--- config.mk ---
export PLATFORM = sky130hd
export DESIGN_NAME = instruction_cache
export DESIGN_NICKNAME = d
export VERILOG_FILES = /design/src/rtl/instruction_cache.sv
export SDC_FILE = /design/constraint.sdc
export NUM_CORES = 1
export LEC_CHECK = 0
export BUFFER_PORTS_ARGS = -buffer_cell sky130_fd_sc_hd__buf_2
export CAP_MARGIN = 40
export CORE_MARGIN = 3
export CORE_UTILIZATION = 35
export CTS_BUF_LIST = sky130_fd_sc_hd__clkbuf_4 sky130_fd_sc_hd__clkbuf_8 sky130_fd_sc_hd__clkbuf_16
export CTS_CLUSTER_SIZE = 28
export DETAILED_ROUTE_END_ITERATION = 8
export PLACE_DENSITY = 0.57
export SYNTH_ARGS = -nofsm -noshare
export SYNTH_HDL_FRONTEND = slang
export SYNTH_SLANG_ARGS = --single-unit
--- constraint.sdc ---
create_clock -name clock -period 37.3 [get_ports clock]
set_input_delay 5.595 -clock clock [delete_from_list [all_inputs] [get_ports clock]]
set_output_delay 5.595 -clock clock [all_outputs]
set_load 0.02 [all_outputs]
--- src/rtl/instruction_cache.sv ---
// ----------------------------------------------------------------------------
// instruction_cache
//   Direct-mapped, read-only instruction cache between the fetch stage and a
//   128-bit block instruction memory. Hits return the selected 32-bit word
//   combinationally with no added latency. A miss fetches the whole 16-byte
//   block and stalls the pipeline through cpu_busywait until it is installed.
//
// Ports
//   clock            system clock, all state updates on posedge
//   reset            synchronous, active-low
//   cpu_read         fetch request for cpu_address
//   cpu_address      byte PC: [3:2] word, [4+:INDEX_BITS] index, rest tag
//   cpu_instruction  selected word, valid while cpu_busywait==0
//   cpu_busywait     stall request to the pipeline
//   mem_read         block read request to instruction memory
//   mem_address      block address of the outstanding/last miss
//   mem_readdata     block from memory, byte 0 in bits [7:0]
//   mem_busywait     memory busy; block valid when it falls with mem_read high
// ----------------------------------------------------------------------------
module instruction_cache #(
   parameter int INDEX_BITS = 3,
   parameter int TAG_BITS   = 28 - INDEX_BITS
) (
   input  logic         clock,
   input  logic         reset,
   input  logic         cpu_read,
   input  logic [31:0]  cpu_address,
   output logic [31:0]  cpu_instruction,
   output logic         cpu_busywait,
   output logic         mem_read,
   output logic [27:0]  mem_address,
   input  logic [127:0] mem_readdata,
   input  logic         mem_busywait
);

   localparam int NUM_LINES = 2 ** INDEX_BITS;

   typedef enum logic [1:0] {
      IDLE     = 2'd0,
      MEM_READ = 2'd1,
      UPDATE   = 2'd2
   } state_t;

   state_t                state;
   logic [NUM_LINES-1:0]  valid;
   logic [TAG_BITS-1:0]   tag_arr  [NUM_LINES];
   logic [127:0]          data_arr [NUM_LINES];
   logic [27:0]           miss_block;
   logic [127:0]          fill_data_p1;

   logic [INDEX_BITS-1:0] idx;
   logic [TAG_BITS-1:0]   tag;
   logic [1:0]            word_sel;
   logic [INDEX_BITS-1:0] fill_idx;
   logic [TAG_BITS-1:0]   fill_tag;
   logic [1:0]            unused_byte_sel;
   logic [127:0]          line;
   logic                  hit;

   assign idx             = cpu_address[4 +: INDEX_BITS];
   assign tag             = cpu_address[31 -: TAG_BITS];
   assign word_sel        = cpu_address[3:2];
   assign unused_byte_sel = cpu_address[1:0];
   assign fill_idx        = miss_block[INDEX_BITS-1:0];
   assign fill_tag        = miss_block[27 -: TAG_BITS];

   // Hit/miss always looks at the live address, never at the latched miss.
   assign hit          = cpu_read & valid[idx] & (tag_arr[idx] == tag);
   assign cpu_busywait = (state != IDLE) | (cpu_read & ~hit);
   assign mem_address  = miss_block;
   assign line         = data_arr[idx];

   always_comb begin
      cpu_instruction = line[31:0];
      case (word_sel)
         2'd0: cpu_instruction = line[31:0];
         2'd1: cpu_instruction = line[63:32];
         2'd2: cpu_instruction = line[95:64];
         2'd3: cpu_instruction = line[127:96];
         default: cpu_instruction = line[31:0];
      endcase
   end

   // Control: state, valid bits, request and latched miss block.
   always_ff @(posedge clock) begin
      if (!reset) begin
         state      <= IDLE;
         valid      <= '0;
         mem_read   <= 1'b0;
         miss_block <= '0;
      end else begin
         case (state)
            IDLE: begin
               if (cpu_read && !hit) begin
                  miss_block <= cpu_address[31:4];
                  mem_read   <= 1'b1;
                  state      <= MEM_READ;
               end
            end
            MEM_READ: begin
               if (!mem_busywait) begin
                  mem_read <= 1'b0;
                  state    <= UPDATE;
               end
            end
            UPDATE: begin
               valid[fill_idx] <= 1'b1;
               state           <= IDLE;
            end
            default: begin
               mem_read <= 1'b0;
               state    <= IDLE;
            end
         endcase
      end
   end

   // Data: capture the block on the MEM_READ->UPDATE edge, install it one
   // cycle later. The install is suppressed by reset so an aborted fill never
   // lands in the array.
   always_ff @(posedge clock) begin
      if (state == MEM_READ && !mem_busywait) begin
         fill_data_p1 <= mem_readdata;
      end
      if (reset && state == UPDATE) begin
         data_arr[fill_idx] <= fill_data_p1;
         tag_arr[fill_idx]  <= fill_tag;
      end
   end

endmodule

Word-level counts from Yosys, hierarchy flattened
Memory sizes are Yosys's and may differ from the RTL's.
Cells that the tools add are included.
- order comparisons: 3
- equal/unequal tests: 8
- mux-type cells: 13
- bitwise logic cells: 7
- reductions and logical operators: 12
- operator list (operator ; number):
    one-hot mux 32 bit (4 select lines) ; 1
    equality test 25 bit ; 1
    less-than comparator 3 x 4 -> 1 bit (second input constant) ; 2
    bitwise OR 8 bit ; 1
    equality test 2 bit (second input constant) ; 3
    two-way mux 1 bit ; 6
    equality test 2 x 1 -> 1 bit (second input constant) ; 2
    logical AND 1 bit ; 4
    logical NOT 2 bit ; 2
    two-way mux 2 bit ; 2
    != test 2 bit (second input constant) ; 2
    one-hot mux 2 bit (2 select lines) ; 1
    AND reduction 2 bit ; 2
    AND 1 bit ; 3
    binary-select mux 1 bit (select 3 bit) ; 1
    demux 1 bit (select 3 bit) ; 1
    >= comparator 3 x 1 -> 1 bit (second input constant) ; 1
    one-hot mux 1 bit (3 select lines) ; 1
    AND reduction 3 bit ; 1
    logical NOT 1 bit ; 2
    inverter 1 bit ; 2
    nonzero test 2 bit ; 1
    bitwise OR 1 bit ; 1
- register bits: 167
- memory bits (writable): 1224
- logic and storage cells: 50
- memories kept: 2
- memory list (name ; depth ; bits a word ; rd ports ; clocked after memory_dff ; wr ports ; line ; RTL):
    data_arr ; 8 ; 128 ; 1 ; 0 ; 1 ; 47 ; logic [127:0] data_arr [NUM_LINES];
    tag_arr ; 8 ; 25 ; 1 ; 0 ; 1 ; 46 ; logic [TAG_BITS-1:0] tag_arr [NUM_LINES];

Logic depth before layout (Yosys ltp)
Gate-level depths: netlist of the first run.
- depth after elaboration: 8
- depth in mapped cells: 14
- depth with buffers taken out: 8

Worst setup path after synthesis of the first run
Ideal clock, no wire load.
- kind: in2reg
- start point: in reset
- end point: mem data_arr[0][0], enable pin
- setup time: 855 ps
- arrival: 16553 ps
- data required time: 36445 ps
- path slack: 19892 ps
- cell stages on the path: 4
- cell sequence: clkbuf_1 -> nand2_1 -> or3_1 -> nor3_1
- word-level cells in the longest chain between the ends: 3
- RTL lines (element ; line ; RTL):
    start, declared ; 25 ; input logic reset,
    logical AND 1 bit ; 125 ; if (reset && state == UPDATE) begin
    two-way mux 1 bit ; 125 ;
    two-way mux 1 bit (not written as such) ; 126 ; data_arr[fill_idx] <= fill_data_p1;
    end, declared ; 47 ;
Every way passes these cells.

Worst setup path after layout of the first run
- start point: in cpu_address[5]
- end point: out cpu_instruction[8]
- word-level cells in the longest chain between the ends: 2
- RTL lines (element ; line ; RTL):
    start, declared ; 27 ; input logic [31:0] cpu_address,
    memory read (8 x 128 bit) ; n/a ;
    one-hot mux 32 bit (4 select lines) ; 75 ; case (word_sel)
    end, declared ; 28 ; output logic [31:0] cpu_instruction,
Every way passes these cells.

==> metrics.yaml, run 1 <==
run_status:
  status: "complete, no violations"
floorplan:
  pin_count: 226
  dieArea_um2: 153000
  start_util: 0.355
  core_area_um2: 147000
  die_x_um: 392
  rows: 140
  fp.dieH_um: 392
yosys:
  synthSimpleGateAreaFrac: 0.0104
  synthArstFlopShare: 0
  ys_warn_count: 0
  synth_edf_count: 1352
  synthesis.nets: 2309
  synth_top_family_by_area: "multiplexers"
  synth.most_common_cell: "edfxtp_1"
  netlist_area_um2: 52000
  synth-xor-area-share: 0.00253
  synthAdderAreaFrac: 0
  synth_area_leader_cell: "edfxtp_1"
  synth.distinct_cells: 41
  synth.area.mux_share: 0.175
  synth_top_area_frac: 0.781
  seq_area_frac_synth: 0.796
  synth-seq-cells: 1391
  ys.flop_type: "edfxtp_1"
  synth_area_per_cell_um2: 24.2
  ys_top_cells_by_count: "edfxtp_1 (1352), mux4_2 (346), mux2i_1 (74)"
  syn_inst: 2145
  synth_compound_area_frac: 0.00693
  synthTopCellsByArea: "edfxtp_1 (78%), mux4_2 (15%), dfxtp_1 (1.5%), mux2i_1 (1.4%), mux2_2 (1.1%)"
sta:
  setup_viol: 0
  max_freq_ghz: 0.0663
  worst-slew-pin-transition_ns: 1.24
  fin_skew_ns: 0.0300
  slew_headroom: 0.176
  fin_crit_sh: 0.404
  setup_tns_ns: 0
  rsz0062_at_grt: "false"
  maxSlewViolCount: 0
  hold_viol: 0
  fin_crit_ns: 15.07
clock_tree:
  cts.path.max_buffers: 3
  postCtsSetupBuffers: 0
  clock_latency_ns: 0.76
  cts.sinks: 1391
  tritoncts: "yes"
  cts_buffers: 146
  cts_root_buf: "clkbuf_16"
  cts_max_level: 4
  post_cts_resize_count: 0
  clk_pin_slew_ns: 0.05
  cts_hold_buf: 0
cells_and_area:
  fillerInstances: 12500
  multi_input_area_um2: 10200
  final_nets: 2627
  fin_util: 0.413
  drive_gt1_frac: 0.355
  regArea_um2: 41400
  area_delta_synth_final_pct: 16.4
critical_path:
  cp-start-kind: "input port"
  end_kind: "primary output"
  crit_fanout: 116
  critical_path_class: "in2out"
  cp_data_required_time_ns: 31.70
  cp.arrival_ns: 9.48
detailed_routing:
  drt_iter0_drc: 1631
  vias: 22900
  detail-route-antenna-nets: 0
  routed_wirelength_mm: 117
  wire_per_inst_um: 26.0
  via_per_inst: 5.09
  drt_first_pass_iters: 5
  drc_errors: 0
power:
  power.leakage_nw: 19.3
  power_mw: 3.28
  ir_worst_vdd_uv: 45.9
  power_density_nw_per_um2: 54.2
global_routing:
  grt_max_degree: 130
  antenna_found_initial: 22
  grt_pass1_vias: 24800
  track_usage: 0.155
  grt_pass1_wl_mm: 170
  overflow: 0
placement:
  gp_congestion: 0.738
  hpwl_mm: 63.3
  port_buffers: 223
hold_path:
  hold_path_class: "reg2reg"
run:
  drv_cap: 0
-- cells by family after synthesis --
group / count (synthesis)
flip-flops: 1391
multiplexers: 470
AND/OR/NAND/NOR: 116
buffers and inverters: 103
AO/OA/AOI/OAI: 50
XOR/XNOR: 15
-- final timing paths --
path         slack, ns                 end  cells after the start      startpoint
max              22.23  cpu_instruction[8]                      9  cpu_address[5]
min reg2reg       0.45            valid[7]                      1        valid[7]
min               0.45            valid[7]                      1        valid[7]
max reg2reg      33.69     data_arr[2][98]                      6        state[1]
-- metal layers --
| layer | wire length [um] | share of wire | global-route usage |
|---|---|---|---|
| met1 | 47600 | 0.41 | 0.193 |
| met2 | 60300 | 0.52 | 0.268 |
| met3 | 6050 | 0.052 | 0.0307 |
| met4 | 3080 | 0.026 | 0.0547 |
| met5 | 0 | 0 | 0 |
-- stage by stage --
stage / worst slack [ns] / instance area (um2) / instances / hold slack (ns)
after floorplan: 19.89 / 52000 / 2145 / 0.421
after global placement: 20.93 / 55500 / 4220 / 0.427
after detailed placement: 22.24 / 55800 / 4232 / 0.446
after CTS: 22.17 / 60500 / 4496 / 0.459
after global routing: 22.07 / 60500 / 4500 / 0.472
final: 22.23 / 60500 / 4503 / 0.453
-- layout make-up --
cell class                      instances  share of cell area
Multi-Input combinational cell        651               0.168
Inverter                                1           0.0000620
Tap cell                             1917              0.0396
Clock inverter                         88              0.0126
Antenna cell                            7            0.000289
Sequential cell                      1391               0.684
Timing Repair Buffer                  272              0.0300
Clock buffer                          176              0.0656
-- state kept, by name (all words and copies together) (netlist names) --
signal	count
data_arr	1024
fill_data_p1	128
mem_address	28
mem_read	1
state	2
tag_arr	200
valid	8
-- layout by cell type (no fill, tap or decap), types with 6 or more instances in the layout --
cell and n:
a21o_1 10, a22oi_1 9, buf_16 12, buf_2 219
buf_4 33, bufinv_16 9, clkbuf_16 150, clkbuf_4 22
clkinv_1 29, clkinv_2 30, clkinvlp_4 7, dfxtp_1 39
diode_2 7, edfxtp_1 1352, mux2_2 50, mux2i_1 74
mux4_2 346, nand2_1 65, nor2_1 8, nor2_4 6
o22ai_1 9, xnor2_1 11
-- where the power goes --
group	switching, mW	internal [mW]	leakage (nW)
combinational	0.0752	0.0641	4.57
sequential	0.0139	1.72	12.4
clock	0.587	0.825	2.35
total	0.676	2.61	19.3
-- worst max-delay path, cell delays in order --
cell    delay [ns]
buf_8         0.70
buf_4         0.38
buf_16        0.28
buf_4         0.37
buf_16        0.35
mux4_2        0.36
mux4_2        0.59
mux2_2        0.32
buf_2         0.16
(Power assumes the default switching activity.)
==> inputs of run 2 (changes only) <==
- PLACE_DENSITY: 0.57 -> 0.59
- clock period: 37.3 -> 13.15 ns (I/O delays scaled with it)
==> run 2 against run 1 <==
The run now ends with slew limit left. Die area stayed put. First-iteration DRC count down 6.8%. Combinational power rose to 2.8 times the previous value. Count of clock-buffer cells in the layout is 1 higher.
==> metrics.yaml, run 2 (synthesis gave the netlist of run 1 again) <==
cells_and_area:
  multi_input_area_um2: 10200  # +0.12%
  fillerInstances: 12500  # +0.27%
  top_regs: "data_arr (1024), tag_arr (200), fill_data_p1 (128)"
  largest-register: "data_arr"
  final_nets: 2624  # -0.11%
  regArea_um2: 41400  # unchanged
  final_common_cell: "edfxtp_1"
  area_delta_synth_final_pct: 16.5  # about the same
  stdcell_area_um2: 60600  # about the same
  largest_reg_flops: 1024  # unchanged
  drive_gt1_frac: 0.356  # +0.000715
  final_cell_mix: "edfxtp_1 (1352), mux4_2 (346), buf_2 (219)"
  finalNonFillerCells: 4497  # -0.13%
floorplan:
  rows: 140  # unchanged
  fp.dieH_um: 392  # unchanged
  core_area_um2: 147000  # unchanged
  pin_count: 226  # unchanged
  die_x_um: 392  # unchanged
  dieArea_um2: 153000  # unchanged
  start_util: 0.355  # unchanged
global_routing:
  grt_pass1_wl_mm: 171  # +0.54%
  track_usage: 0.155  # about the same
  grt_pass1_vias: 24900  # +0.73%
  antenna_found_initial: 20  # -9.1%
  overflow: 0  # unchanged
  grt_max_degree: 144  # +11%
clock_tree:
  postCtsSetupBuffers: 0  # unchanged
  tritoncts: "yes"
  cts_root_buf: "clkbuf_16"
  cts_max_level: 4  # unchanged
  cts_buffers: 146  # unchanged
  cts_hold_buf: 0  # unchanged
  clock_latency_ns: 0.76  # about the same
  cts.path.max_buffers: 3  # unchanged
  clk_pin_slew_ns: 0.06  # about the same
  cts.sinks: 1391  # unchanged
  post_cts_resize_count: 0  # unchanged
critical_path:
  crit_fanout: 81  # -30%
  cp-start-kind: "input port"
  cp.arrival_ns: 5.52  # -3.96 ns
  end_kind: "primary output"
  cp_data_required_time_ns: 11.18  # -20.52 ns
  critical_path_class: "in2out"
sta:
  slew_headroom: -0.333  # -0.509
  setup_tns_ns: 0  # unchanged
  maxSlewViolCount: 75  # +75
  fin_crit_sh: 0.570
  setup_viol: 0  # unchanged
  fin_crit_ns: 7.50
  max_freq_ghz: 0.133
  fin_skew_ns: 0.0306  # +0.000622 ns
  timing.hold.ws_ns: 0.454  # +0.000583 ns
  rsz0062_at_grt: "false"
  hold_viol: 0  # unchanged
  worst-slew-pin-transition_ns: 2.00  # +0.763 ns
placement:
  port_buffers: 223  # unchanged
  dp.cells: 4229  # -0.071%
  gp_congestion: 0.709  # -4.0%
  hpwl_mm: 62.6  # -1.2%
  placed_area_um2: 55900  # +0.13%
power:
  p_int_mw: 7.38  # +180%
  p_sw_frac: 0.206  # +0.000524
  combinationalPowerShare: 0.042  # about the same
  power_density_nw_per_um2: 153  # +180%
  ir_worst_vdd_uv: 138  # +200%
  switchingPower_mw: 1.92  # +180%
  pwr-share-clk: 0.429  # about the same
  seqPwrFrac: 0.529  # about the same
  power.leakage_nw: 19.3  # -0.19%
detailed_routing:
  vias: 22900  # +0.14%
  drc_errors: 0  # unchanged
  wire_per_inst_um: 26.1  # +0.40%
  drt_first_pass_iters: 5  # unchanged
  routed_wirelength_mm: 117  # +0.27%
  via_per_inst: 5.10  # +0.27%
  drt_iter0_drc: 1520  # -6.8%
  detail-route-antenna-nets: 0  # unchanged
run:
  drv_cap: 0  # unchanged
run_status:
  status: "complete, but fails checks"
  violations: "slew limit"
hold_path:
  hold_path_class: "reg2reg"
-- run 2: area by class of cell --
| type | instances | area share |
|---|---|---|
| Clock inverter | 82 | 0.0125 |
| Multi-Input combinational cell | 651 | 0.168 |
| Inverter | 1 | 0.0000620 |
| Sequential cell | 1391 | 0.683 |
| Clock buffer | 177 | 0.0650 |
| Antenna cell | 9 | 0.000372 |
| Timing Repair Buffer | 269 | 0.0310 |
| Tap cell | 1917 | 0.0396 |
-- run 2: worst paths after layout --
| check | endpoint | start | slack [ns] | depth (start not counted) |
|---|---|---|---|---|
| worst min register to register | valid[2] | valid[2] | 0.45 | 1 |
| worst max register to register | data_arr[2][51] | state[1] | 9.55 | 5 |
| worst min-delay path | valid[2] | valid[2] | 0.45 | 1 |
| worst max-delay path | cpu_instruction[26] | cpu_address[4] | 5.65 | 8 |
-- run 2: worst max-delay path: stages --
cell and delay [ns]:
buf_8 0.61, buf_4 0.36, buf_16 0.30, buf_4 0.58
mux4_2 0.58, mux4_2 0.54, mux2_2 0.30, buf_2 0.18
-- run 2: layer usage --
layer	track usage	routed length, um	up-vias	part of all wire
li1	-	-	9798	-
met1	0.191	46700	12300	0.40
met2	0.271	61100	605	0.52
met3	0.0368	6960	181	0.059
met4	0.0416	2430	6	0.021
met5	0	38	-	0.00032
-- run 2: stage by stage --
step | util | setup slack [ns] | power [mW]
floorplan | - | 1.14 | 5.26
global placement | 0.378 | 5.23 | 5.40
detailed placement | 0.381 | 5.46 | 5.41
CTS | 0.413 | 5.46 | 9.43
global route | 0.413 | 5.28 | 9.63
finish | 0.413 | 5.65 | 9.29
-- run 2: power groups by stage --
stage               registers [mW]  clock network (mW)  logic (mW)
floorplan                     5.01                   0       0.250
global placement              5.00                   0       0.399
detailed placement            5.01                   0       0.407
CTS                           4.91                4.10       0.408
global route                  4.92                4.29       0.424
finish                        4.91                3.98       0.394
